<file path="src/rtl/audio_mix_sched_if.sv">
// Channel source bundle for the audio mixer: four unsigned samples with a
// per-channel valid/ready handshake. The source side is the master, the
// mixer/scheduler is the slave and returns the one-cycle ready pulses.
interface audio_mix_sched_if #(
  parameter int WIDTH = 6
);
  logic [4*(WIDTH-2)-1:0] ch_data;
  logic [3:0]             ch_valid;
  logic [3:0]             ch_ready;

  modport master (
    output ch_data,
    output ch_valid,
    input  ch_ready
  );

  modport slave (
    input  ch_data,
    input  ch_valid,
    output ch_ready
  );
endinterface

</file>
<file path="src/rtl/audio_mix_sched.sv">
// Sample scheduler and mixer feeding the PWM delta-modulator data port.
// A free-running prescaler defines the sample period; on each sample tick the
// enabled channels are handshaked and their samples captured, the sum is
// clipped to a ramped ceiling so that turning audio on or off never pops.
module audio_mix_sched #(
  parameter int WIDTH = 6,
  parameter int DIV   = 64,
  parameter int STEP  = 1
) (
  input  logic                 clk,
  input  logic                 rst,
  input  logic                 enable_i,
  input  logic [3:0]           ch_mask_i,
  audio_mix_sched_if.slave     ch_if,
  input  logic                 clr_underrun_i,
  output logic [WIDTH-1:0]     pwm_data_o,
  output logic                 sample_tick_o,
  output logic [3:0]           underrun_o,
  output logic                 active_o
);

  localparam int SW = WIDTH - 2;
  localparam int CW = (DIV > 2) ? $clog2(DIV) : 1;

  localparam logic [CW-1:0]    CNT_LAST  = CW'(DIV - 1);
  localparam logic [CW-1:0]    CNT_ONE   = CW'(1);
  localparam logic [WIDTH:0]   STEP_W    = (WIDTH + 1)'(STEP);
  localparam logic [WIDTH:0]   LEVEL_TOP = {1'b0, {WIDTH{1'b1}}};
  localparam logic [WIDTH-1:0] LEVEL_MAX = {WIDTH{1'b1}};
  localparam logic [WIDTH-1:0] ZERO_W    = {WIDTH{1'b0}};
  localparam logic [SW-1:0]    ZERO_S    = {SW{1'b0}};

  typedef enum logic [1:0] {
    S_IDLE      = 2'd0,
    S_RAMP_UP   = 2'd1,
    S_RUN       = 2'd2,
    S_RAMP_DOWN = 2'd3
  } state_t;

  state_t           state_q, state_d;
  logic [CW-1:0]    cnt_q, cnt_d;
  logic [WIDTH-1:0] level_q, level_d;
  logic [SW-1:0]    samp_q [4];
  logic [SW-1:0]    samp_d [4];
  logic [3:0]       under_q, under_d;
  logic [WIDTH-1:0] pwm_q, pwm_d;

  logic             tick_s;
  logic [3:0]       ready_s;
  logic [3:0]       set_s;
  logic [WIDTH:0]   lvl_up_raw_s;
  logic [WIDTH-1:0] lvl_up_s;
  logic [WIDTH-1:0] lvl_dn_s;
  logic [WIDTH-1:0] sum_s;
  logic [WIDTH-1:0] mix_s;

  // The tick and the ready pulses are decoded straight from registered state
  // so the source sees them in the same cycle the capture edge closes.
  assign tick_s        = (cnt_q == CNT_LAST);
  assign ready_s       = (tick_s && (state_q != S_IDLE)) ? ch_mask_i : 4'b0000;
  assign ch_if.ch_ready = ready_s;
  assign sample_tick_o = tick_s;
  assign underrun_o    = under_q;
  assign active_o      = (state_q != S_IDLE);
  assign pwm_data_o    = pwm_q;

  // Saturating ceiling steps; one extra bit catches the overflow past full scale.
  assign lvl_up_raw_s = {1'b0, level_q} + STEP_W;
  assign lvl_up_s     = (lvl_up_raw_s > LEVEL_TOP) ? LEVEL_MAX : lvl_up_raw_s[WIDTH-1:0];
  assign lvl_dn_s     = ({1'b0, level_q} <= STEP_W) ? ZERO_W
                                                    : (level_q - STEP_W[WIDTH-1:0]);

  // Four samples of WIDTH-2 bits can never exceed WIDTH bits, so no clipping here.
  assign sum_s = WIDTH'(samp_q[0]) + WIDTH'(samp_q[1]) + WIDTH'(samp_q[2]) + WIDTH'(samp_q[3]);
  assign mix_s = (sum_s < level_q) ? sum_s : level_q;

  // Prescaler: wraps at DIV-1 in every state.
  always_comb begin
    cnt_d = cnt_q;
    if (tick_s) begin
      cnt_d = {CW{1'b0}};
    end else begin
      cnt_d = cnt_q + CNT_ONE;
    end
  end

  // Ramp FSM: the level update always follows the rule of the state held in
  // this cycle, even when the state itself changes on the same edge.
  always_comb begin
    state_d = state_q;
    level_d = level_q;
    case (state_q)
      S_IDLE: begin
        if (enable_i) begin
          state_d = S_RAMP_UP;
        end else begin
          state_d = S_IDLE;
        end
      end
      S_RAMP_UP: begin
        if (tick_s) begin
          level_d = lvl_up_s;
        end else begin
          level_d = level_q;
        end
        if (!enable_i) begin
          state_d = S_RAMP_DOWN;
        end else if (tick_s && (lvl_up_s == LEVEL_MAX)) begin
          state_d = S_RUN;
        end else begin
          state_d = S_RAMP_UP;
        end
      end
      S_RUN: begin
        if (!enable_i) begin
          state_d = S_RAMP_DOWN;
        end else begin
          state_d = S_RUN;
        end
      end
      S_RAMP_DOWN: begin
        if (tick_s) begin
          level_d = lvl_dn_s;
        end else begin
          level_d = level_q;
        end
        if (enable_i) begin
          state_d = S_RAMP_UP;
        end else if (tick_s && (lvl_dn_s == ZERO_W)) begin
          state_d = S_IDLE;
        end else begin
          state_d = S_RAMP_DOWN;
        end
      end
      default: begin
        state_d = S_IDLE;
        level_d = ZERO_W;
      end
    endcase
  end

  // Sample capture and underrun detection; masked channels are zeroed on every
  // tick so a re-enabled channel starts silent rather than with stale data.
  always_comb begin
    set_s = 4'b0000;
    for (int i = 0; i < 4; i++) begin
      samp_d[i] = samp_q[i];
      if (tick_s) begin
        if (!ch_mask_i[i]) begin
          samp_d[i] = ZERO_S;
        end else if (ready_s[i] && ch_if.ch_valid[i]) begin
          samp_d[i] = ch_if.ch_data[i*SW +: SW];
        end else if (ready_s[i]) begin
          set_s[i] = 1'b1;
        end else begin
          samp_d[i] = samp_q[i];
        end
      end else begin
        samp_d[i] = samp_q[i];
      end
    end
    if (clr_underrun_i) begin
      under_d = set_s;
    end else begin
      under_d = under_q | set_s;
    end
  end

  // Output mix: silent in IDLE, otherwise the sum clipped to the ramp ceiling.
  always_comb begin
    pwm_d = ZERO_W;
    if (state_q == S_IDLE) begin
      pwm_d = ZERO_W;
    end else begin
      pwm_d = mix_s;
    end
  end

  // State registers with synchronous reset straight to IDLE (no ramp-down).
  always_ff @(posedge clk) begin
    if (rst) begin
      state_q <= S_IDLE;
      cnt_q   <= {CW{1'b0}};
      level_q <= ZERO_W;
      under_q <= 4'b0000;
      pwm_q   <= ZERO_W;
      for (int i = 0; i < 4; i++) begin
        samp_q[i] <= ZERO_S;
      end
    end else begin
      state_q <= state_d;
      cnt_q   <= cnt_d;
      level_q <= level_d;
      under_q <= under_d;
      pwm_q   <= pwm_d;
      for (int i = 0; i < 4; i++) begin
        samp_q[i] <= samp_d[i];
      end
    end
  end

endmodule

</file>
<file path="src/flat_wrapper.sv">
// flat-port wrapper written by rule: the top's interface ports become plain ports
module audio_mix_sched_flat 
#(
  parameter int WIDTH = 6,
  parameter int DIV   = 64,
  parameter int STEP  = 1
)
  (clk, rst, enable_i, ch_mask_i, clr_underrun_i, pwm_data_o, sample_tick_o, underrun_o, active_o, ch_if_ch_data, ch_if_ch_valid, ch_if_ch_ready);
  audio_mix_sched_if #(.WIDTH(WIDTH)) ch_if_i ();
  input  logic clk;
  input  logic rst;
  input  logic enable_i;
  input  logic [3:0] ch_mask_i;
  input  logic clr_underrun_i;
  output logic [WIDTH-1:0] pwm_data_o;
  output logic sample_tick_o;
  output logic [3:0] underrun_o;
  output logic active_o;
  input wire logic [$bits(ch_if_i.ch_data)-1:0] ch_if_ch_data;
  input wire logic [$bits(ch_if_i.ch_valid)-1:0] ch_if_ch_valid;
  output wire logic [$bits(ch_if_i.ch_ready)-1:0] ch_if_ch_ready;
  assign ch_if_i.ch_data = ch_if_ch_data;
  assign ch_if_i.ch_valid = ch_if_ch_valid;
  assign ch_if_ch_ready = ch_if_i.ch_ready;
  audio_mix_sched #(.WIDTH(WIDTH), .DIV(DIV), .STEP(STEP)) u_core (.clk(clk), .rst(rst), .enable_i(enable_i), .ch_mask_i(ch_mask_i), .ch_if(ch_if_i), .clr_underrun_i(clr_underrun_i), .pwm_data_o(pwm_data_o), .sample_tick_o(sample_tick_o), .underrun_o(underrun_o), .active_o(active_o));
endmodule
</file>
<file path="config.mk">
export PLATFORM = sky130hd
export DESIGN_NAME = audio_mix_sched_flat
export DESIGN_NICKNAME = d
export VERILOG_FILES = /design/src/rtl/audio_mix_sched_if.sv /design/src/rtl/audio_mix_sched.sv /design/src/flat_wrapper.sv
export SDC_FILE = /design/constraint.sdc
export NUM_CORES = 1
export LEC_CHECK = 0
export CAP_MARGIN = 20
export CORE_UTILIZATION = 25
export CTS_CLUSTER_DIAMETER = 60
export CTS_CLUSTER_SIZE = 24
export DETAILED_ROUTE_END_ITERATION = 7
export HOLD_SLACK_MARGIN = 0.15
export PLACE_DENSITY_LB_ADDON = 0.15
export SLEW_MARGIN = 30
export SYNTH_ARGS = -nofsm -noshare
export SYNTH_HDL_FRONTEND = slang
export SYNTH_SLANG_ARGS = --single-unit
</file>
<file path="constraint.sdc">
create_clock -name clk -period 3.7 [get_ports clk]
set_input_delay 0.74 -clock clk [delete_from_list [all_inputs] [get_ports clk]]
set_output_delay 0.74 -clock clk [all_outputs]
set_load 0.02 [all_outputs]
</file>
# Word level (Yosys, flattened, before mapping)
# Memories as Yosys holds them, arrays and structs flattened.
# Index checks and enable logic that the tools add are counted.
[totals] register_bits=24 ramBits=16 output_inout_bits=16 n_memories=1
[memory_table] name="u_core.samp_q" words=4 word_bits=4 rd=4 rd_clocked_by_memory_dff=0 write_ports=4 line_no="audio_mix_sched.sv:43" text="logic [SW-1:0] samp_q [4];"
[op_classes] add_sub_neg=6 magnitude_cmp=3 eq_ne=7 mux=50 bitwise_logic=5 reduce_logical=14
[op_table] operator="two-way mux 4 bit" n=18
[op_table] operator="two-way mux 6 bit" n=5
[op_table] operator="two-way mux 1 bit" n=21
[op_table] operator="adder 6 x 4 -> 6 bit" n=2
[op_table] operator="equality test 6 bit (second input constant)" n=2
[op_table] operator="one-hot mux 6 bit (2 select lines)" n=1
[op_table] operator="two-way mux 2 bit" n=4
[op_table] operator="one-hot mux 2 bit (4 select lines)" n=1
[op_table] operator="adder 6 x 1 -> 7 bit (second input constant)" n=1
[op_table] operator="> comparator 7 x 6 -> 1 bit (second input constant)" n=1
[op_table] operator="logical AND 1 bit" n=7
[op_table] operator="adder 6 x 1 -> 6 bit (second input constant)" n=1
[op_table] operator="less-or-equal comparator 6 x 1 -> 1 bit (second input constant)" n=1
[op_table] operator="zero test 6 bit" n=1
[op_table] operator="< comparator 6 bit" n=1
[op_table] operator="subtractor 6 x 1 -> 6 bit (second input constant)" n=1
[op_table] operator="adder 4 x 4 -> 5 bit" n=1
[op_table] operator="equality test 2 bit (second input constant)" n=2
[op_table] operator="!= test 2 x 1 -> 1 bit (second input constant)" n=2
[op_table] operator="bitwise OR 1 bit" n=4
[op_table] operator="bitwise OR 4 bit" n=1
[op_table] operator="nonzero test 2 bit" n=2
[op_table] operator="OR reduction 2 bit" n=2
[op_table] operator="AND reduction 3 bit" n=1
[op_table] operator="other kinds (2)" n=2

# Depth between registers and ports, before layout
[depth] ltp_word=9 ltp_mapped=16 depth_no_buf=16

# Least setup slack after synthesis
# No wires, ideal clock.
[synth_path] kind="reg2reg" startpoint="memory u_core.samp_q[1][0] (netlist name)" endpoint="register u_core.pwm_q[0] (netlist: u_core.pwm_data_o[0])" setup_ns=0.114 t_arrival_ns=3.295 path_slack_ns=0.291 stages_incl_launch_ff=16 n_path_buf=0 synth_period_minus_slack_ns=3.409 cell_sequence="dfxtp_1 -> ha_1 -> fa_1 -> xnor2_1 -> fa_1 -> inv_1 -> ha_1 -> a21o_1 -> a21oi_1 -> xnor2_1 -> ha_1 -> a21o_1 -> a21oi_1 -> o21ai_2 -> mux2i_1 -> nor2_1"
[synth_rtl] element="start, declared" line_no="audio_mix_sched.sv:43"
[synth_rtl] element="end signal, assigned" line_no="audio_mix_sched.sv:195" text="pwm_q <= pwm_d;"
[synth_rtl] element="end, declared" line_no="audio_mix_sched.sv:46" text="logic [WIDTH-1:0] pwm_q, pwm_d;"

==> impl_metrics.csv <==
group,metric,value,unit
run_status,result_of_the_run,"completed",
routing,avgViaCountPerCell,4.59,
clock_network,cts.path.max_buffers,2,
critical_path,startpoint_type,"flip-flop",
die,boundaryPins,44,
routing,iter_0_drt_violations,53,
layout,finalNonFillerCells,443,
routing,postRouteAntennaNets,0,
clock_network,numClockSinks,40,
clock_network,clock_tree_from_tritoncts,"yes",
global_routing,global_route.overflow_total,0,
critical_path,timing.critical_path.to,"u_core.pwm_data_o[0]$_SDFF_PP0_",
critical_path,worst-path-buf-inv,4,
timing,worst_slew_pin_slew,0.440,ns
critical_path,crit_path_max_fanout,8,
critical_path,cp-end-kind,"flip-flop",
critical_path,worst_ep_required_time,3.90,ns
routing,totalWireLength,6020,um
synthesis,post_synth_edffs,0,
clock_network,tritoncts_buffers,5,
critical_path,slowest_delay,0.52,ns
critical_path,cells_along_the_critical_path,"ha_2 > fa_2 > inv_1 > fa_1 > inv_1 > ha_1 > inv_1 > fa_2 > inv_1 > ha_1 > a21o_1 > a31oi_2 > o21ai_4 > mux2i_1 > nor2_1",
global_routing,antenna_violations_before_repair,0,
layout,syn2layout_area_growth,29.8,%
critical_path,reg2reg_slack,0.13,ns
critical_path,cpMaxStageDelayCell,"fa_2",
place,place.detailed.instances,433,
clock_network,clock_pin_slew_on_the_worst_setup_and_hold_paths,0.09,ns
critical_path,path_common_cell,"inv_1",
die,fp.dieW,101,um
synthesis,synth.distinct_cells,52,
critical_path,regToRegEndpoint,"u_core.pwm_data_o[0]$_SDFF_PP0_",
pwr,worst_supply_voltage_drop_on_vdd,0.000122,V
critical_path,crit_family,"adder cells",
global_routing,grt_pass1_wl,9980,um
min_path,holdCritPathClass,"reg -> reg",
synthesis,postSynthRegisterBits,40,
die,fp.dieH,101,um
layout,antenna-diode-count,0,
synthesis,yosys_warnings,0,
critical_path,critical_path.startpoint,"u_core.samp_q[1][0]$_SDFFE_PP0P_",
layout,layout_cells_sized_above_1,11.1,%
die,core_footprint,9370,um^2
job,max-cap-violations,0,
die,die_outline_area,10200,um^2
synthesis,post_synth_inst_count,269,
synthesis,ys_seq_area_share,32.7,%
timing,worst_clock_skew,0.0109,ns
pwr,power_density_of_the_placed_cells,277,nW/um^2
place,finalWeightedCongestion,0.786,
layout,num-fill-cells,1032,
place,buffer_ports.inserted,43,
synthesis,synthesis.area_per_instance,9.10,um^2
global_routing,grt_max_degree,22,
timing,report.final.slew_viol_count,0,
pwr,leakagePower,1.31,nW
critical_path,critical_path_arrival,3.76,ns
timing,min_period,3.57,ns
critical_path,worstSetupPathType,"reg -> reg",
timing,final-setup-viol-count,0,
critical_path,worstRegToRegCells,15,
timing,report.final.hold_viol_count,0,
critical_path,crit-reg2reg-launch,"u_core.samp_q[1][0]$_SDFFE_PP0P_",
synthesis,synth-async-reset-ratio,0,%
die,std_cell_rows,35,
die,initial_utilization,26.1,%
synthesis,synth-main-ff-cell,"dfxtp_1",
layout,final_nets,365,
clock_network,clock-root-buffer,"clkbuf_8",
clock_network,h-tree-depth,2,
place,place_hpwl,4550,um
routing,detailed_route_drc_error_count,0,
global_routing,grt_use_total,12.5,%
routing,dr.pass1.iters,4,
pwr,post-layout-total-power,881,uW
synthesis,netlist_area,2450,um^2
global_routing,first_global_vias,2054,
routing,avg_wl_per_cell,13.6,um
synthesis,syn_nets,321,
routing,detailroute.via_count,2035,
timing,finalCritPeriodShare,96.4,%
timing,timing.slew.headroom,70.6,%
clock_network,clk_latency_worst_skew_pair,0.30,ns
critical_path,critical_path_cell_count,15,
timing,timing.fmax,280,MHz
-- cells by family after synthesis --
logic type | Yosys count | share of synthesized area, %
and+or+nand+nor | 86 | 19.3
AOI/OAI and AO/OA | 67 | 21.1
DFF | 40 | 32.7
buffers and inverters | 35 | 6.49
adders and majority gates | 24 | 14.1
xor gates and xnor gates | 13 | 4.65
muxes | 4 | 1.64
-- per-stage QoR --
stage	worst slack [ns]	cell area [um^2]	hold WS, ns	utilization (%)	TNS, ns
3_3_place_gp	0.114	2990	0.452	31.9	0
3_5_place_dp	0.0250	2990	0.458	31.9	0
6_report	0.132	3180	0.467	33.9	0
2_1_floorplan	0.291	2450	0.433	-	0
5_1_grt	-0.0559	3180	0.493	33.9	-0.207
4_1_cts	0.0160	3100	0.470	33.1	0
-- cells in the mapped netlist, types with 4 or more instances --
cell,number,share of area [%]
ha_1,18,9.2
a21oi_1,17,3.5
inv_1,22,3.4
nand2_1,12,1.8
dfxtp_1,40,33
nand2b_1,11,2.8
nand3_1,9,1.8
mux2i_1,4,1.6
buf_2,4,0.82
nor3_1,7,1.4
fa_1,6,4.9
and3_1,13,3.3
nor2_1,22,3.4
a22o_1,16,5.7
a21o_1,6,1.8
o21ai_0,5,1.0
xnor2_1,10,3.6
-- power breakdown --
group	internal (mW)	switching, mW
registers	0.435	0.00545
logic	0.0384	0.0313
clock network	0.203	0.168
-- worst register-to-register path, stage by stage (launching register included) --
cell and delay [ns]:
dfxtp_2 0.33, ha_2 0.19, fa_2 0.51, inv_1 0.05
fa_1 0.43, inv_1 0.07, ha_1 0.17, inv_1 0.07
fa_2 0.52, inv_1 0.06, ha_1 0.31, a21o_1 0.14
a31oi_2 0.05, o21ai_4 0.30, mux2i_1 0.23, nor2_1 0.05
-- what timing repair did --
item	in CTS	in global routing
resized for setup	0	13
buffers inserted	0	2
hold buffers	0	0
endpoints found under the setup margin	0	6
-- area by class of cell --
cell class	instances	area, um^2	area share (%)
clock buffer	5	68.8	2.17
clock inverter	3	46.3	1.46
inverter	25	93.8	2.95
multi-input combinational	194	1540	48.6
sequential	40	802	25.2
tap	129	161	5.08
timing repair buffer	47	460	14.5
-- cell usage in the layout, fill, tap and decap left out, types with 2 or more instances in the layout --
master           count
nand2_1             12
nor3_1               7
clkdlybuf4s50_1     43
inv_1               22
nor2_1              22
o311ai_0             2
nand3_1              8
and3_1              13
o211ai_1             2
xor2_1               3
a21oi_2              3
ha_1                16
clkinv_1             3
nand4_1              2
nand3_2              3
a22o_1              16
nand2b_1            11
fa_1                 4
a31oi_1              2
buf_4                4
dfxtp_1             39
o21ai_0              4
a21oi_1             15
fa_2                 2
xnor2_1             10
mux2i_1              4
a21o_1               6
a211oi_2             2
clkbuf_8             5
-- sequential cells by signal (all words and copies together) (netlist names) --
name and flops:
u_core.cnt_q 6, u_core.level_q 6, u_core.pwm_data_o 6, u_core.samp_q 16, u_core.state_q 2, u_core.underrun_o 4
-- worst min-delay path by stage --
stage	startpoint	end	cells after the start
6_report	u_core.cnt_q[0]$_SDFF_PP0_	u_core.cnt_q[0]$_SDFF_PP0_	1
2_1_floorplan	u_core.cnt_q[0]$_SDFF_PP0_	u_core.cnt_q[0]$_SDFF_PP0_	1
3_3_place_gp	u_core.cnt_q[0]$_SDFF_PP0_	u_core.cnt_q[0]$_SDFF_PP0_	1
3_5_place_dp	u_core.cnt_q[0]$_SDFF_PP0_	u_core.cnt_q[0]$_SDFF_PP0_	1
4_1_cts	u_core.cnt_q[0]$_SDFF_PP0_	u_core.cnt_q[0]$_SDFF_PP0_	1
5_1_grt	u_core.underrun_o[0]$_SDFF_PP0_	u_core.underrun_o[0]$_SDFF_PP0_	2
-- per-layer routing --
layer  vias to the layer above  routed length, um  track usage, %
li1                       1048                  -               -
met1                       929               2740            15.7
met2                        54               2870            21.1
met3                         4                369            3.54
met4                         0                 48            3.34
met5                         -                  0               0
Note: power is estimated with default switching activity, not from simulation.
